File: config.mk
export PLATFORM = sky130hd
export DESIGN_NAME = jtdd_rom_rd
export DESIGN_NICKNAME = d
export VERILOG_FILES = /design/src/rtl/jtdd_romrd_pkg.sv /design/src/rtl/jtdd_romrd_slot.sv /design/src/rtl/jtdd_rom_rd.sv
export SDC_FILE = /design/constraint.sdc
export NUM_CORES = 1
export LEC_CHECK = 0
export ABC_AREA = 1
export CORE_ASPECT_RATIO = 0.7
export CORE_MARGIN = 2
export CORE_UTILIZATION = 45
export DETAILED_ROUTE_END_ITERATION = 10
export PLACE_DENSITY = 0.72
export SLEW_MARGIN = 20
export SYNTH_ARGS = -nofsm -noshare
export SYNTH_HDL_FRONTEND = slang
export SYNTH_HIERARCHICAL = 1
export SYNTH_SLANG_ARGS = --single-unit
File: constraint.sdc
create_clock -name clk -period 2.9 [get_ports clk]
set_input_delay 0.29 -clock clk [delete_from_list [all_inputs] [get_ports clk]]
set_output_delay 0.29 -clock clk [all_outputs]
set_load 0.01 [all_outputs]
File: src/rtl/jtdd_romrd_pkg.sv
// Shared types and constants for the ROM read-back path.
package jtdd_romrd_pkg;

  localparam int unsigned NSLOT = 4;

  // Must match the layout used by the ROM downloader
  localparam logic [21:0] BankOffset  = 22'h00000;
  localparam logic [21:0] SndOffset   = 22'h14000;
  localparam logic [21:0] AdpcmOffset = 22'h18000;
  localparam logic [21:0] CharOffset  = 22'h28000;

  typedef enum logic [1:0] {
    StIdle,
    StReq,
    StWait
  } romrd_st_e;

  function automatic int unsigned max_aw(input int unsigned a, input int unsigned b,
                                         input int unsigned c, input int unsigned d);
    int unsigned m;
    m = a;
    if (b > m) m = b;
    if (c > m) m = c;
    if (d > m) m = d;
    return m;
  endfunction

endpackage

File: src/rtl/jtdd_romrd_slot.sv
// One-word cache entry for a single ROM read client: tag/data store, hit compare, miss flag.
module jtdd_romrd_slot #(
  parameter int unsigned AW = 17
) (
  input  logic          clk,
  input  logic          rst,
  input  logic          clr,
  input  logic          fill,
  input  logic [AW-1:0] fill_addr,
  input  logic [15:0]   fill_data,
  input  logic          downloading,
  input  logic          cs,
  input  logic [AW-1:0] addr,
  output logic          ok,
  output logic          miss,
  output logic [15:0]   dout
);

  logic          valid_q;
  logic [AW-1:0] tag_q;
  logic [15:0]   data_q;

  always_ff @(posedge clk) begin
    if (rst) begin
      valid_q <= 1'b0;
      tag_q   <= '0;
      data_q  <= '0;
    end else if (clr) begin
      valid_q <= 1'b0;
    end else if (fill) begin
      valid_q <= 1'b1;
      tag_q   <= fill_addr;
      data_q  <= fill_data;
    end
  end

  always_comb begin
    ok   = cs & valid_q & (tag_q == addr) & ~downloading;
    miss = cs & ~ok;
    dout = data_q;
  end

endmodule

File: src/rtl/jtdd_rom_rd.sv
// Serialises four cached ROM read clients onto one SDRAM read port.
// Define JTDD_ROMRD_RROBIN_EN for round-robin arbitration; fixed priority (slot0 first) otherwise.
module jtdd_rom_rd
  import jtdd_romrd_pkg::*;
#(
  parameter int unsigned SLOT0_AW     = 17,
  parameter int unsigned SLOT1_AW     = 14,
  parameter int unsigned SLOT2_AW     = 16,
  parameter int unsigned SLOT3_AW     = 15,
  parameter logic [21:0] SLOT0_OFFSET = BankOffset,
  parameter logic [21:0] SLOT1_OFFSET = SndOffset,
  parameter logic [21:0] SLOT2_OFFSET = AdpcmOffset,
  parameter logic [21:0] SLOT3_OFFSET = CharOffset
) (
  input  logic                clk,
  input  logic                rst,
  input  logic                downloading,
  input  logic                slot0_cs,
  input  logic [SLOT0_AW-1:0] slot0_addr,
  output logic                slot0_ok,
  output logic [15:0]         slot0_dout,
  input  logic                slot1_cs,
  input  logic [SLOT1_AW-1:0] slot1_addr,
  output logic                slot1_ok,
  output logic [15:0]         slot1_dout,
  input  logic                slot2_cs,
  input  logic [SLOT2_AW-1:0] slot2_addr,
  output logic                slot2_ok,
  output logic [15:0]         slot2_dout,
  input  logic                slot3_cs,
  input  logic [SLOT3_AW-1:0] slot3_addr,
  output logic                slot3_ok,
  output logic [15:0]         slot3_dout,
  output logic [21:0]         sdram_addr,
  output logic                sdram_req,
  input  logic                sdram_ack,
  input  logic                data_rdy,
  input  logic [15:0]         data_read
);

  localparam int unsigned LAW = max_aw(SLOT0_AW, SLOT1_AW, SLOT2_AW, SLOT3_AW);

  romrd_st_e        state_q;
  logic [1:0]       sel_q;
  logic [LAW-1:0]   laddr_q;
  logic             discard_q;
  logic [NSLOT-1:0] miss;
  logic [NSLOT-1:0] fill;
  logic [1:0]       win;
  logic             any_cand;
  logic [21:0]      req_addr [NSLOT];
  logic [LAW-1:0]   loc_addr [NSLOT];
`ifdef JTDD_ROMRD_RROBIN_EN
  logic [1:0]       last_q;
  logic [1:0]       idx;
`endif

  always_comb begin
    req_addr[0] = SLOT0_OFFSET + 22'(slot0_addr);
    req_addr[1] = SLOT1_OFFSET + 22'(slot1_addr);
    req_addr[2] = SLOT2_OFFSET + 22'(slot2_addr);
    req_addr[3] = SLOT3_OFFSET + 22'(slot3_addr);
    loc_addr[0] = LAW'(slot0_addr);
    loc_addr[1] = LAW'(slot1_addr);
    loc_addr[2] = LAW'(slot2_addr);
    loc_addr[3] = LAW'(slot3_addr);
  end

  always_comb begin
    win      = '0;
    any_cand = |miss;
`ifdef JTDD_ROMRD_RROBIN_EN
    idx = '0;
    // Scan from lowest to highest priority so the slot after last_q wins
    for (int i = NSLOT; i >= 1; i--) begin
      idx = last_q + 2'(i);
      if (miss[idx]) win = idx;
    end
`else
    for (int i = NSLOT - 1; i >= 0; i--) begin
      if (miss[i]) win = 2'(i);
    end
`endif
  end

  // A fetch that overlapped a download is completed but never cached
  always_comb begin
    fill = '0;
    if (state_q == StWait && data_rdy && !discard_q) fill[sel_q] = 1'b1;
  end

  always_ff @(posedge clk) begin
    if (rst) begin
      state_q    <= StIdle;
      sel_q      <= '0;
      laddr_q    <= '0;
      discard_q  <= 1'b0;
      sdram_req  <= 1'b0;
      sdram_addr <= '0;
`ifdef JTDD_ROMRD_RROBIN_EN
      last_q     <= 2'd3;
`endif
    end else begin
      unique case (state_q)
        StIdle: begin
          if (any_cand && !downloading) begin
            sel_q      <= win;
            laddr_q    <= loc_addr[win];
            sdram_addr <= req_addr[win];
            sdram_req  <= 1'b1;
            discard_q  <= 1'b0;
            state_q    <= StReq;
`ifdef JTDD_ROMRD_RROBIN_EN
            last_q     <= win;
`endif
          end
        end
        StReq: begin
          if (downloading) discard_q <= 1'b1;
          if (sdram_ack) begin
            sdram_req <= 1'b0;
            state_q   <= StWait;
          end
        end
        StWait: begin
          if (downloading) discard_q <= 1'b1;
          if (data_rdy) state_q <= StIdle;
        end
        default: state_q <= StIdle;
      endcase
    end
  end

  jtdd_romrd_slot #(.AW(SLOT0_AW)) u_slot0 (
    .clk         (clk),
    .rst         (rst),
    .clr         (downloading),
    .fill        (fill[0]),
    .fill_addr   (laddr_q[SLOT0_AW-1:0]),
    .fill_data   (data_read),
    .downloading (downloading),
    .cs          (slot0_cs),
    .addr        (slot0_addr),
    .ok          (slot0_ok),
    .miss        (miss[0]),
    .dout        (slot0_dout)
  );

  jtdd_romrd_slot #(.AW(SLOT1_AW)) u_slot1 (
    .clk         (clk),
    .rst         (rst),
    .clr         (downloading),
    .fill        (fill[1]),
    .fill_addr   (laddr_q[SLOT1_AW-1:0]),
    .fill_data   (data_read),
    .downloading (downloading),
    .cs          (slot1_cs),
    .addr        (slot1_addr),
    .ok          (slot1_ok),
    .miss        (miss[1]),
    .dout        (slot1_dout)
  );

  jtdd_romrd_slot #(.AW(SLOT2_AW)) u_slot2 (
    .clk         (clk),
    .rst         (rst),
    .clr         (downloading),
    .fill        (fill[2]),
    .fill_addr   (laddr_q[SLOT2_AW-1:0]),
    .fill_data   (data_read),
    .downloading (downloading),
    .cs          (slot2_cs),
    .addr        (slot2_addr),
    .ok          (slot2_ok),
    .miss        (miss[2]),
    .dout        (slot2_dout)
  );

  jtdd_romrd_slot #(.AW(SLOT3_AW)) u_slot3 (
    .clk         (clk),
    .rst         (rst),
    .clr         (downloading),
    .fill        (fill[3]),
    .fill_addr   (laddr_q[SLOT3_AW-1:0]),
    .fill_data   (data_read),
    .downloading (downloading),
    .cs          (slot3_cs),
    .addr        (slot3_addr),
    .ok          (slot3_ok),
    .miss        (miss[3]),
    .dout        (slot3_dout)
  );

endmodule

==> results of run 1 <==
how the worst max path moves through the flow:
stage                    start     endpoint  slack (ns)
6_report           downloading     slot2_ok        0.38
5_1_grt            downloading     slot0_ok        0.31
4_1_cts            downloading     slot2_ok        0.44
3_5_place_dp     slot3_addr[2]  laddr_q[13]        0.14
3_3_place_gp     slot3_addr[3]  laddr_q[13]        0.21
2_1_floorplan  u_slot2/valid_q   laddr_q[6]        1.05
sequential cells by signal (all words and copies together) (netlist names):
| signal | cells |
|---|---|
| discard_q | 1 |
| laddr_q | 17 |
| sdram_addr | 4 |
| sdram_req | 1 |
| sel_q | 2 |
| state_q | 2 |
| u_slot0/dout | 16 |
| u_slot0/tag_q | 17 |
| u_slot0/valid_q | 1 |
| u_slot1/dout | 16 |
| u_slot1/tag_q | 14 |
| u_slot1/valid_q | 1 |
| u_slot2/dout | 16 |
| u_slot2/tag_q | 16 |
| u_slot2/valid_q | 1 |
| u_slot3/dout | 16 |
| u_slot3/tag_q | 15 |
| u_slot3/valid_q | 1 |
cell usage after synthesis (5+ instances only):
master / n
sky130_fd_sc_hd__a211oi_1: 15
sky130_fd_sc_hd__nand3b_1: 17
sky130_fd_sc_hd__buf_2: 16
sky130_fd_sc_hd__a211oi_2: 29
sky130_fd_sc_hd__o21a_1: 14
sky130_fd_sc_hd__a21oi_1: 92
sky130_fd_sc_hd__buf_6: 12
sky130_fd_sc_hd__clkbuf_1: 9
sky130_fd_sc_hd__nor2_1: 104
sky130_fd_sc_hd__xor2_1: 5
sky130_fd_sc_hd__nand2_1: 397
sky130_fd_sc_hd__dfxtp_1: 157
sky130_fd_sc_hd__xnor2_1: 11
sky130_fd_sc_hd__nor3_1: 9
sky130_fd_sc_hd__inv_1: 169
sky130_fd_sc_hd__nand3_1: 64
sky130_fd_sc_hd__buf_4: 30
kinds of logic (layout without fill, tap and decap cells):
family	count (synthesis)	in the layout	share of synthesized area, %
and+or+nand+nor	610	610	31.2
buffers and inverters	245	400	14.2
AOI/OAI and AO/OA	158	158	13.6
DFF	157	157	38.6
xor gates and xnor gates	16	16	1.72
adders and majority gates	4	4	0.615
other	1	4	0.0461
power by group through the flow:
stage / combinational, mW / clock, mW / sequential [mW]
floorplan: 0.837 / 0 / 2.47
global placement: 1.26 / 0 / 2.56
detailed placement: 1.29 / 0 / 2.55
CTS: 1.30 / 2.40 / 2.51
global route: 1.44 / 2.49 / 2.52
finish: 1.31 / 2.38 / 2.52
stage by stage:
step           power [mW]  setup slack, ns  utilization (%)  cells  instance area (µm²)
2_1_floorplan        3.31             1.05                -   1194                 8140
3_3_place_gp         3.82            0.212             55.2   1553                 9860
3_5_place_dp         3.84            0.142             55.2   1553                 9860
4_1_cts              6.21            0.445             58.7   1585                10500
5_1_grt              6.45            0.313             58.7   1585                10500
6_report             6.20            0.378             58.7   1585                10500
layer usage:
metal,vias to the layer above,routed length [µm]
met1,3614,11700
met4,0,552
met2,344,10900
met3,36,2600
li1,3953,-
met5,-,0
area by class of cell:
type / count / area share, %
Multi-Input combinational cell: 792 / 36.7
Tap cell: 236 / 2.82
Timing Repair Buffer: 191 / 18.1
Sequential cell: 157 / 30.0
Inverter: 177 / 6.43
Clock buffer: 18 / 4.19
Clock inverter: 14 / 1.72
worst max-delay path: cells and delay by family:
family / cells / cell delay, ns
buffers and inverters: 2 / 1.26
AND/OR/NAND/NOR: 5 / 0.68
==> results list, run 1 <==
- Run status: finished clean
* Count of nets after finishing: 1427
* Buffers inserted by post-CTS timing repair: 0
- Die outline width: 165 µm
* Maximum fanout along the worst path: 6
* Post-detailed-route wirelength per cell: 16.3 µm
- The library cell used most frequently in the layout, excluding fill and tap cells, is sky130_fd_sc_hd__nand2_1.
- Synthesized area divided by synthesized cell count: 6.83 µm²
* Power Dens Cells: 592 mW/mm²
* Slowest CP cell: sky130_fd_sc_hd__clkdlybuf4s50_1
* Critical hold path startpoint: u_slot1/dout[7]
- Sequential-to-total area share from yosys stat: 38.6%
* CP startpoint kind: primary input
- Buffers inserted to repair hold after CTS numbered 0.
* Mapped Cells: 1191
- Counting instances, the worst hold path has a depth of 2.
* Iteration-0 DRC Markers: 664
* Sequential share of power: 40.6%
* Clock latency reported for the late side of the worst-skew pair: 0.43 ns
- Cell repeated most along the worst path: sky130_fd_sc_hd__nor2_1
- Across the run, the number of max-cap violations was 0.
- Worst Path Class, Setup: in2out
* Clock buffers created by TritonCTS: 17
* Number of setup violations in the final report: 0
- Once detailed placement completed, the half-perimeter wirelength came to 18.1 mm.
- Multi-input gate area in the final layout: 0.00385 mm²
* Die boundary height: 116 µm
- Largest buffer count on any clock path: 2
- DRC violation count after routing: 0
- Setup TNS: 0 ns
- Critical-path cell list: clkdlybuf4s50_1 -> nor2_1 -> nand3_1 -> nor2_1 -> nand3_1 -> nor2_1 -> clkdlybuf4s50_1
- Area contributors post-synth: sky130_fd_sc_hd__dfxtp_1 (39%), sky130_fd_sc_hd__nand2_1 (18%), sky130_fd_sc_hd__inv_1 (7.8%)
- Placer Congestion: 0.940
- Peak per-stage delay on the critical path: 0.64 ns
- TritonCTS built the clock tree.
- The final critical path takes up 87.0% of the cycle.
* Highest achievable clock rate: 396 MHz
* Maximum vdd drop: 0.000418 V
- In this run, the clock network consumes 38.4% of the power.
- Clock tree synthesis found a total of 157 sinks.
- The number of antenna violations at the first check in global routing is 0.
- Post-synth top area share: 38.6%
- Clock-pin slew was measured on the worst setup and hold paths at 0.07 ns.
* Standard-cell row count: 41
- Wires add up to 25.8 mm.
- Cell Area, Synth: 0.00813 mm²
- GRT Overall Usage: 27.0%
- The final-report max-slew violation count came to 0.
- Seq cells post-synth: 157
- The worst register-to-register path begins at u_slot3/tag_q[3].
- Total vias in the final route: 7947
- Reg2Reg Capture Point: laddr_q[13]
* Placeable core region: 0.0179 mm²
- During I/O placement, the number of pins put on the boundary was 178.
- Counting flops with a built-in enable in the synthesized netlist gives 0.
* Switching power total: 1.94 mW
- Combinational logic is responsible for 21.1% of the overall power.
- Number of warnings printed during yosys synthesis: 6
* Flop2flop setup slack: 0.54 ns
- Combined flip-flop and latch cell area: 0.00314 mm²
* Met2 track utilization from global routing: 40.8%
- Minimum clock period after layout: 2.52 ns
* Die Outline Area: 0.0192 mm²
* Hold crit path type: reg2reg
* Final Hold Viols: 0
* First-pass GRT wire length: 39.3 mm
* CP arrival: 2.23 ns
- Internal power summed over all cells: 4.26 mW
- Required time at the endpoint of the critical path: 2.61 ns
* Count of instances resized after the clock tree is built: 0
* Root Driver: sky130_fd_sc_hd__clkbuf_16
- Share of post-route cells with drive strength above 1: 7.64%
- Of all cell types, the one taking the most synthesized area is sky130_fd_sc_hd__dfxtp_1.
- Final-layout fill cell count: 1695
- STA classifies the critical path endpoint as an output pin.
- Port Buffers: 173
- Leakage power of the design: 4.44 nW
- Grt met1 use: 37.0%
- Setup repair after global routing left no endpoint under its margin.
* Distinct cell type count after synthesis: 39
- Once the floorplan was initialized, standard cells occupied 45.6% of the core.
- For this run, the detailed router's first-pass iteration total came to 5.
* Detailed-route vias per instance: 5.01
- Via count of the first global-routing pass: 7418
- 0 antenna diodes ended up in the layout.
- In this run the tightest slew margin relative to its limit is 47.5%.
- In the layout the commonest cells are sky130_fd_sc_hd__nand2_1 (397), sky130_fd_sc_hd__clkdlybuf4s50_1 (172), sky130_fd_sc_hd__inv_1 (169).
- The tightest hold path in the finished design has a slack of 0.460 ns.
* Clock Skews: 0.0104 ns
- Entering global routing, the biggest net connects 139 pins.
- Net switching is 31.3% of the power.
* CTS H-tree lvls: 4
* Antenna violation net count after detailed routing: 0
- Grt peak-use layer: met2
- The path with the worst hold slack has its endpoint at u_slot1/dout[7].
- In the synthesized netlist the dominant register cell turns out to be sky130_fd_sc_hd__dfxtp_1.
- Area growth from synthesis to final layout: 28.9%
- At the pin with the least slew margin, the transition time is 0.787 ns.
- For this run, global-route usage on met3 was measured as 8.06%.
* Proportion of synthesized flip-flops having asynchronous set or reset: 0%
* Total overflow reported by the global router: 0
* Number of cells on the worst reg-to-reg path: 12
(Power assumes the default switching activity.)
==> inputs of run 2 (changes only) <==
Clock period 2.9 ns to 2.5 ns, I/O delays scaled along.
==> run 2 against run 1 <==
  * Cell area grew 2.9%
  * Core utilization grew 1.7 points
  * Sequential power grew 13%
  * Clock skew shrank 0.0017 ns
  * Clock-buffer cell count is the same
  * Die area is the same
  * Combinational power grew 35%
  * Largest cell class unchanged
==> results list, run 2 (synthesis gave the netlist of run 1 again) <==
- Clock Skews: 0.00862 ns (-0.00174 ns)
- The number of antenna violations at the first check in global routing is 1 (+1).
- Minimum clock period after layout: 2.37 ns
- Detailed Route WL: 26.1 mm (+1.2%)
- The largest registers in the layout are laddr_q: 17 flops, u_slot0/tag_q: 17 flops.
* Setup crit end kind: output pin
* Port Buffers: 173 (unchanged)
* Setup repair after global routing missed its margin: false
- The number of hold-slack violations in the final timing report is 0 (unchanged).
* Fraction of power spent switching nets: 32.0% (+0.77 points)
- Total vias in the final route: 8087 (+1.8%)
- Kind of cell with the highest combined delay on the critical path: buffers and inverters
- CP arrival: 2.12 ns (-0.11 ns)
- Switching power total: 2.30 mW (+19%)
* Area growth from synthesis to final layout: 32.6%
- Highest achievable clock rate: 421 MHz
* Detailed placement HPWL: 18.7 mm (+2.9%)
* Post-detailed-route wirelength per cell: 16.1 µm (-0.83%)
- Count of nets after finishing: 1460 (+2.3%)
- Of the available clock period, the critical path in the final layout requires 94.9%.
- The power density over cell area came to 666 mW/mm² (+13%).
- The largest fanout of any net on the critical path came to 2 (-4).
* Leading cell type in the layout, fill and taps excluded: sky130_fd_sc_hd__nand2_1
- Required time at the endpoint of the critical path: 2.25 ns (-0.36 ns)
* Clock-pin slew on the worst setup and hold paths: 0.06 ns (about the same)
- Number of buffers and inverters on the critical path: 2 (unchanged)
- Hold crit path type: reg2reg
- Inserted Diodes: 0 (unchanged)
- Power share of the combinational group: 24.6% (+3.5 points)
- The number of DRC violations after detailed-routing iteration 0 came to 760 (+14%).
* DRC violation count after routing: 0 (unchanged)
- Number of sinks driven by the clock tree: 157 (unchanged)
* Worst Path Class, Setup: reg2out
- The static power due to leakage is 4.63 nW (+4.2%).
* Largest buffer count on any clock path: 2 (unchanged)
* Share of post-route cells with drive strength above 1: 9.84% (+2.2 points)
* TritonCTS clock tree: done
* Die boundary height: 116 µm (unchanged)
- Placer Congestion: 0.889 (-5.4%)
- Commonest cells after routing, fill and taps aside: sky130_fd_sc_hd__nand2_1 (397), sky130_fd_sc_hd__clkdlybuf4s50_1 (172), sky130_fd_sc_hd__inv_1 (169)
* Standard-cell row count: 41 (unchanged)
* Post-layout total power: 7.18 mW (+16%)
- Clock buffers created by TritonCTS: 17 (unchanged)
* GRT Overall Usage: 27.3% (+0.33 points)
- Starting Density: 45.6% (unchanged)
- Count of hold buffers inserted by post-cts repair: 0 (unchanged)
- Sequential share of power: 39.6% (-1.0 points)
- CTS H-tree lvls: 4 (unchanged)
* Max-capacitance violation count: 0 (unchanged)
- The largest net degree at the start of global routing was 139 (unchanged).
- Detailed-route vias per instance: 5.00 (-0.31%)
- The normalized max-slew margin was 52.9% (+5.4 points).
- The remaining number of nets flagged by the antenna check after routing is 0 (unchanged).
- Via count of the first global-routing pass: 7387 (-0.42%)
* Placeable core region: 0.0179 mm² (unchanged)
* Internal power summed over all cells: 4.88 mW (+14%)
- Clk network pwr share: 35.8% (-2.6 points)
- The final number of setup-violating endpoints came to 0 (unchanged).
- The peak supply drop is 0.000434 V (+3.7%).
- Clock latency reported for the late side of the worst-skew pair: 0.43 ns (about the same)
- The slew at the pin closest to its max-slew limit was 0.703 ns (-0.0849 ns).
* Setup TNS: 0 ns (unchanged)
* Count of instances resized after the clock tree is built: 0 (unchanged)
* Run status: finished clean
- CTS placed an instance of sky130_fd_sc_hd__clkbuf_16 at the clock tree root.
* Router iterations before antenna repair: 6 (+1)
- Peak per-stage delay on the critical path: 0.54 ns (-0.10 ns)
- CP startpoint kind: flop
* Total overflow reported by the global router: 0 (unchanged)
- Die Outline Area: 0.0192 mm² (unchanged)
- The first-pass GRT wire length came to 39.9 mm (+1.5%).
- Slowest CP cell: sky130_fd_sc_hd__clkdlybuf4s50_1
- The die span in x is 165 µm (unchanged).
- Buffers inserted by post-CTS timing repair: 0 (unchanged)
- Number of top-level pins: 178 (unchanged)
- Critical-path cell list: inv_1 -> nand2_1 -> nand2_1 -> nor2_1 -> nand4_1 -> nor2_1 -> clkdlybuf4s50_1
* Max-slew violation count: 0 (unchanged)
## run 2: final timing paths
path                            cells after the start               end  slack (ns)               from
worst max register to register                     16       laddr_q[14]        0.26  u_slot3/tag_q[14]
worst min-delay path                                2  u_slot1/dout[15]        0.46   u_slot1/dout[15]
worst min register to register                      2  u_slot1/dout[15]        0.46   u_slot1/dout[15]
worst max-delay path                                7          slot3_ok        0.13  u_slot3/tag_q[14]
## run 2: final cells by class
cell class / instances / area [µm²]
timing repair buffer: 224 / 2250
inverter: 177 / 674
tap: 236 / 295
multi-input combinational: 792 / 3850
fill: 1656 / 7070
sequential: 157 / 3140
clock inverter: 14 / 134
clock buffer: 18 / 439
## run 2: metrics by stage
step	util, %	hold WS, ns	instances	worst slack [ns]	instance area [µm²]
after global placement	57.2	0.446	1586	0.0244	10200
after floorplan	-	0.323	1194	0.648	8140
after global routing	60.4	0.475	1618	0.00184	10800
after detailed placement	57.2	0.453	1586	-0.0107	10200
final	60.4	0.457	1618	0.127	10800
after CTS	60.4	0.461	1618	0.155	10800
## run 2: routing by layer
metal	routed length, µm	global-route usage (%)
met1	11800	38.4
met2	11100	41.1
met3	2770	8.35
met4	411	6.90
met5	11	0
## run 2: power groups by stage
stage               sequential, mW  clock, mW  combinational (mW)
finish                        2.84       2.57                1.77
global route                  2.86       2.70                1.93
CTS                           2.84       2.60                1.74
detailed placement            2.90          0                1.73
global placement              2.90          0                1.72
floorplan                     2.87          0               0.971
## run 2: worst register-to-register path: cells and delay by family (launching register included)
kind                   cells  cell delay, ns
AND/OR/NAND/NOR           13            1.05
flip-flops                 1            0.37
buffers and inverters      2            0.35
AO/OA/AOI/OAI              1            0.40
==> inputs of run 3 (changes only) <==
Clock period 2.5 ns to 2.9 ns, I/O delays scaled along.
==> results of run 3 <==
Final layout, timing and power as in run 1 (identical DEF).
